===== config.mk =====
export PLATFORM = sky130hd
export DESIGN_NAME = inv_cipher_round_ctrl
export DESIGN_NICKNAME = d
export VERILOG_FILES = /design/src/rtl/inv_cipher_round_ctrl.sv
export SDC_FILE = /design/constraint.sdc
export NUM_CORES = 1
export LEC_CHECK = 0
export BUFFER_PORTS_ARGS = -buffer_cell sky130_fd_sc_hd__buf_4
export CAP_MARGIN = 15
export CORE_MARGIN = 10
export CORE_UTILIZATION = 48
export CTS_CLUSTER_SIZE = 25
export DETAILED_ROUTE_END_ITERATION = 12
export GPL_ROUTABILITY_DRIVEN = 0
export PLACE_DENSITY_LB_ADDON = 0.1
export SLEW_MARGIN = 20
export SYNTH_ARGS = -nofsm -noshare
export SYNTH_HDL_FRONTEND = slang
export SYNTH_SLANG_ARGS = --single-unit
export TNS_END_PERCENT = 10

===== constraint.sdc =====
create_clock -name clk -period 1.57 [get_ports clk]
set_input_delay 0.157 -clock clk [delete_from_list [all_inputs] [get_ports clk]]
set_output_delay 0.157 -clock clk [all_outputs]
set_load 0.05 [all_outputs]

===== src/rtl/inv_cipher_round_ctrl.sv =====
// Round sequencer for the AES-128 decryption datapath: LOAD, NR-1 inverse rounds, FIN, result handshake.
// Optional AES_DEC_BLKCNT_EN adds a 16-bit completed-block counter output (blk_cnt).
module inv_cipher_round_ctrl #(
    parameter int NR      = 10,
    parameter int IMC_LAT = 1
) (
    input  logic        clk,
    input  logic        reset,
    input  logic        in_valid,
    output logic        in_ready,
    input  logic        key_ready,
    output logic [3:0]  rk_addr,
    output logic        sel_load,
    output logic        sel_imc,
    output logic        state_we,
    output logic [3:0]  round_idx,
    output logic        out_valid,
    input  logic        out_ready,
`ifdef AES_DEC_BLKCNT_EN
    output logic [15:0] blk_cnt,
`endif
    output logic        busy
);

    // Handshakes: a transfer happens on a rising edge where valid and ready are both high;
    // in_ready and out_valid come from registers only, so neither depends on the opposite side.

    if (NR < 1 || NR > 15 || IMC_LAT < 0 || IMC_LAT > 7) begin : g_param_trap
        $error("inv_cipher_round_ctrl: NR must be 1..15 and IMC_LAT 0..7");
    end

    localparam logic [3:0] NR_L   = 4'(NR);
    localparam logic [3:0] NR_M1  = 4'(NR - 1);
    localparam logic [2:0] LAT_L  = 3'(IMC_LAT);

    typedef enum logic [2:0] {
        S_IDLE = 3'd0,
        S_LOAD = 3'd1,
        S_RND  = 3'd2,
        S_FIN  = 3'd3,
        S_DONE = 3'd4
    } state_t;

    state_t     state;
    state_t     state_next;
    logic [3:0] rnd_cnt;
    logic [2:0] wait_cnt;
    logic       round_last;

    // The round result is valid once inv_mix_columns has had IMC_LAT cycles to settle.
    assign round_last = (state == S_RND) && (wait_cnt == LAT_L);

    always_ff @(posedge clk or negedge reset) begin
        if (!reset) begin
            state <= S_IDLE;
        end else begin
            state <= state_next;
        end
    end

    always_comb begin
        state_next = state;
        case (state)
            S_IDLE: if (in_valid && in_ready) state_next = S_LOAD;
            S_LOAD: state_next = (NR_M1 == 4'd0) ? S_FIN : S_RND;
            S_RND:  if (round_last && rnd_cnt == 4'd1) state_next = S_FIN;
            S_FIN:  state_next = S_DONE;
            S_DONE: if (out_ready) state_next = S_IDLE;
            default: state_next = S_IDLE;
        endcase
    end

    always_ff @(posedge clk or negedge reset) begin
        if (!reset) begin
            rnd_cnt  <= 4'd0;
            wait_cnt <= 3'd0;
        end else begin
            case (state)
                S_LOAD: begin
                    rnd_cnt  <= NR_M1;
                    wait_cnt <= 3'd0;
                end
                S_RND: begin
                    if (round_last) begin
                        rnd_cnt  <= rnd_cnt - 4'd1;
                        wait_cnt <= 3'd0;
                    end else begin
                        wait_cnt <= wait_cnt + 3'd1;
                    end
                end
                default: begin
                    wait_cnt <= 3'd0;
                end
            endcase
        end
    end

    // Registered so key_ready has no combinational path to in_ready.
    always_ff @(posedge clk or negedge reset) begin
        if (!reset) begin
            in_ready <= 1'b0;
        end else begin
            in_ready <= (state_next == S_IDLE) && key_ready;
        end
    end

    always_comb begin
        rk_addr   = 4'd0;
        sel_load  = 1'b0;
        sel_imc   = 1'b0;
        state_we  = 1'b0;
        round_idx = 4'd0;
        out_valid = 1'b0;
        busy      = (state != S_IDLE);
        case (state)
            S_LOAD: begin
                rk_addr  = NR_L;
                sel_load = 1'b1;
                state_we = 1'b1;
            end
            S_RND: begin
                rk_addr   = rnd_cnt;
                sel_imc   = 1'b1;
                state_we  = round_last;
                round_idx = rnd_cnt;
            end
            S_FIN: begin
                state_we = 1'b1;
            end
            S_DONE: begin
                out_valid = 1'b1;
            end
            default: begin
                busy = 1'b0;
            end
        endcase
    end

`ifdef AES_DEC_BLKCNT_EN
    always_ff @(posedge clk or negedge reset) begin
        if (!reset) begin
            blk_cnt <= 16'd0;
        end else if (state == S_DONE && out_ready) begin
            blk_cnt <= blk_cnt + 16'd1;
        end
    end
`endif

endmodule

# After elaboration in Yosys (flattened, before gate mapping)
# Index checks and enable logic that the tools add are counted.
# totals
reg_bits	11
input_bits	5
out_inout_bits	14
# op_classes
n_addsub	2
eq_ne	7
mux	15
reduce_logical	11
# ops
operator	count
one-hot mux 4 bit (2 select lines)	2
2-to-1 mux 3 bit	5
one-hot mux 3 bit (5 select lines)	1
2-to-1 mux 4 bit	2
equality test 3 x 1 -> 1 bit, second input constant	2
equality test 3 x 2 -> 1 bit, second input constant	2
logical NOT 3 bit	2
equality test 4 x 1 -> 1 bit, second input constant	1
logical AND 1 bit	4
2-to-1 mux 1 bit	4
OR reduction 4 bit	1
subtractor 4 x 1 -> 4 bit, second input constant	1
adder 3 x 1 -> 3 bit, second input constant	1
equality test 3 bit, second input constant	1
nonzero test 3 bit	1
!= test 2 bit, second input constant	1
one-hot mux 1 bit (2 select lines)	1
AND reduction 2 bit	1
nonzero test 2 bit	1
OR reduction 2 bit	1

# Logic depth before layout (Yosys ltp)
# logic_depth
depth_word	7
mapped_depth	6
mapped_depth_nobuf	5

# Least setup slack after synthesis
# OpenSTA, ideal clock, no wires.
# synth_timing
path_type	reg-to-output
startpoint	register state[2]
endpoint	output rk_addr[3]
arrival_ns	2.067
setup_slack_ns	-0.654
path_stages_with_launch	7
n_path_buf	1
path_cell_list	dfrtp_1 -> buf_6 -> nor2_1 -> nand2_1 -> inv_1 -> and2_1 -> or2_1
# synth_between
elab_chain_cells	2
elab_cells_between_ends	3
classes_between	eq/ne (2); mux (1)
# synth_lines
element	line_no	rtl
from (decl)	44	state_t state;
from (signal assigned)	57	state <= state_next;
equality test 3 x 2 -> 1 bit or equality test 3 x 1 -> 1 bit (tied branches)	115	case (state)
one-hot mux 4 bit (2 select lines) *	115	
to (decl)	12	output logic [3:0] rk_addr,
# Mark *: on every way between the ends. The rest lies on a longest branch, timed or not.

# Worst setup path in the final report
# layout_timing
startpoint	register state[1]
endpoint	output rk_addr[3]
# The elaborated chain is that of the path after synthesis.

==> qor.yml <==
status:
  status: "complete, but fails checks"
  violations: "setup timing"
die:
  core.rowCount: 13
  ios: 19
  core_area_sq_mm: 0.00128
  die_w_microns: 56.9
  fp.dieH_microns: 56.9
  initial_utilization_pct: 50.8
  die-area_sq_mm: 0.00324
sta:
  finClkSkew_ns: 0.000799
  fmax_ghz: 0.605
  finalCritPeriodShare_pct: 105
  slew_viol_final: 0
  setup-violations-final: 6
  max_slew.worst_pin.slew_ns: 0.353
  setup_ws_ns: -0.0825
  rsz0062_at_grt: "true"
  relSlewSlack_pct: 76.1
  min_period_ns: 1.65
  hold_viol: 0
clock_network:
  cts_made_buffers: 3
  cts.htree.levels: 1
  cts-root-buf: "clkbuf_4"
  clkTransAtPathRegs_ns: 0.08
  cts_tree: "done"
  cts_num_sinks: 11
  insertion_delay_ns: 0.27
  cts_buffer_depth: 2
grt:
  grt_first_pass_wirelength_mm: 2.95
  first_global_vias: 667
  grt_use_total_pct: 11.1
  gr-total-overflow: 0
  antenna_found_initial: 0
  grt_max_degree: 12
synthesis:
  yosys.area_share.simple_pct: 27.8
  synth_cell_types: 31
  netlist.top_cell.by_area: "dfrtp_1"
  synth_compound_area_share_pct: 9.96
  synth_top_family_by_area: "simple AND/OR/NAND/NOR gates"
  synth_xor_area_share_pct: 1.34
  yosysWarnings: 0
  synth_seq_cells: 11
  synth_top_cell_area_share_pct: 42.1
  synth_flop_cell: "dfrtp_1"
  synthAdderAreaFrac_pct: 7.66
  synthTopCellsByArea: "dfrtp_1 42%, ha_1 7.7%, nor2_1 4.6%"
  synthCells: 68
  synth-edff-count: 0
  synth.avg_cell_area_sq_um: 9.60
  synth_seq_area_share_pct: 42.1
  syn_area_sq_um: 653
  synthMuxAreaShare_pct: 3.07
  synth_fp_nets: 77
  synth-async-reset-ratio_pct: 100
worst_setup_path:
  max_stage_delay_ns: 0.45
  cp_data_required_time_ns: 1.41
  slowest_stage: "dfrtp_2"
  cp.arrival_ns: 1.50
  critical_path_class: "reg2out"
  end_kind: "output port"
  startpoint_type: "register"
  worst-path-buf-inv: 2
  path_delay_family: "simple AND/OR/NAND/NOR gates"
  path_max_fanout: 4
  crit_chain: "or3b_4 -> clkinvlp_4 -> or2_4 -> buf_8"
routing:
  drc_errors: 0
  drt_iter0_drc: 9
  routedWlPerCell_microns: 15.0
  drt-total-wl_mm: 1.70
  vias: 586
  drt_first_pass_iters: 4
  ant_nets: 0
  via_per_inst: 5.19
job:
  maxCapViolCount: 0
power:
  p_leak_nw: 0.507
  power_mw: 2.32
  vdd_drop_max_uv: 1460
  powerDensity_mw_per_mm2: 2350
cells_and_area:
  area_growth_pct: 50.8
  layout.nets: 108
  layout-drive-gt1-share_pct: 50.0
  instances_no_fill: 113
  n_antenna_cell: 0
worst_hold_path:
  hold_class: "in2reg"
placement:
  numPortBuffers: 18
  placed_cells: 102
  hpwl_mm: 1.19
-- cells in the final DEF (no fill, tap or decap), drive strengths merged --
cell,n
buf,28
dfrtp,11
nor2,8
nand2,6
inv,5
ha,4
clkbuf,3
and2,3
clkinvlp,2
o21ai,2
nor4b,2
and3,2
mux2i,2
a22o,2
or3b,1
and3b,1
o21bai,1
nor4bb,1
nand4b,1
or4b,1
nand3b,1
nor2b,1
nand2b,1
or2,1
o211a,1
xnor2,1
a211oi,1
a31oi,1
a21oi,1
nand3,1
clkinv,1
dlygate4sd3,1
-- synth_stat cells (all sizes together), types with 2 or more instances --
cell type,n
inv,7
and2,3
nor2,8
and3,2
o21ai,2
a22o,2
mux2i,2
nor4b,2
ha,4
nand2,6
buf,3
dfrtp,11
-- where the power goes --
part | switching, mW | total, mW | internal [mW]
sequential | 0.111 | 0.493 | 0.382
combinational | 0.977 | 1.62 | 0.643
clock | 0.109 | 0.204 | 0.0945
total | 1.20 | 2.32 | 1.12
-- registers in the layout (all words and copies together), names as in the netlist --
name      count
wait_cnt      3
rnd_cnt       4
in_ready      1
state         3
-- per-layer routing --
metal | track usage (%) | share of wire (%) | up-vias
met5 | 0 | 0 | -
met4 | 5.70 | 1.8 | 0
met3 | 4.49 | 6.0 | 4
met2 | 17.7 | 49 | 12
met1 | 12.4 | 43 | 279
li1 | - | - | 291
-- final cells by class --
class                   instances  area (sq um)
clock buffers                   3          22.5
fillers                        93           300
clock inverters                 1          5.00
inverters                       7          33.8
repair buffers                 29           254
multi-input cells              47           372
well taps                      15          18.8
flip-flops and latches         11           279
-- cell families after synthesis --
| family | count (synthesis) |
|---|---|
| adder cells (fa/ha/maj) | 4 |
| buffers and inverters | 10 |
| AND/OR/NAND/NOR | 31 |
| flip-flops | 11 |
| multiplexers | 2 |
| AO/OA/AOI/OAI | 9 |
| XOR/XNOR | 1 |
-- stage by stage --
step	TNS (ns)	worst slack [ns]	hold WS [ns]	cell area, sq um	utilization [%]
final	-0.205	-0.0825	0.163	985	76.6
after global routing	-0.590	-0.129	0.175	985	76.6
after CTS	-0.274	-0.0926	0.146	973	75.8
after detailed placement	0	0.0751	0.00273	845	65.7
after global placement	0	0.0881	0.00258	845	65.7
after floorplan	-0.141	-0.0985	-0.139	687	-
-- what timing repair did --
| action | CTS | global route |
|---|---|---|
| buffers inserted | 6 | 0 |
| hold endpoints to repair | 11 | 0 |
| hold buffers | 1 | 0 |
| resized for setup | 14 | 2 |
| endpoints found under the setup margin | 7 | 8 |
| cloned | 0 | 0 |
| pin swaps | 3 | 3 |
-- final timing paths --
path	start	endpoint	slack [ns]	cells past startpoint
max	state[1]$_DFF_PN0_	rk_addr[3]	-0.08	4
max in group asynchronous	reset	state[2]$_DFF_PN0_	1.16	2
min in group asynchronous	reset	state[0]$_DFF_PN0_	0.25	2
max reg2reg	state[1]$_DFF_PN0_	in_ready$_DFF_PN0_	0.06	4
min	out_ready	state[2]$_DFF_PN0_	0.16	3
min reg2reg	wait_cnt[0]$_DFF_PN0_	wait_cnt[0]$_DFF_PN0_	0.47	1
-- tightest hold or removal path, cell delays in order --
cell and delay [ns]:
buf_4 0.08, or4b_4 0.12, nand2_1 0.05
No activity file was read; power rests on OpenSTA's default activity.
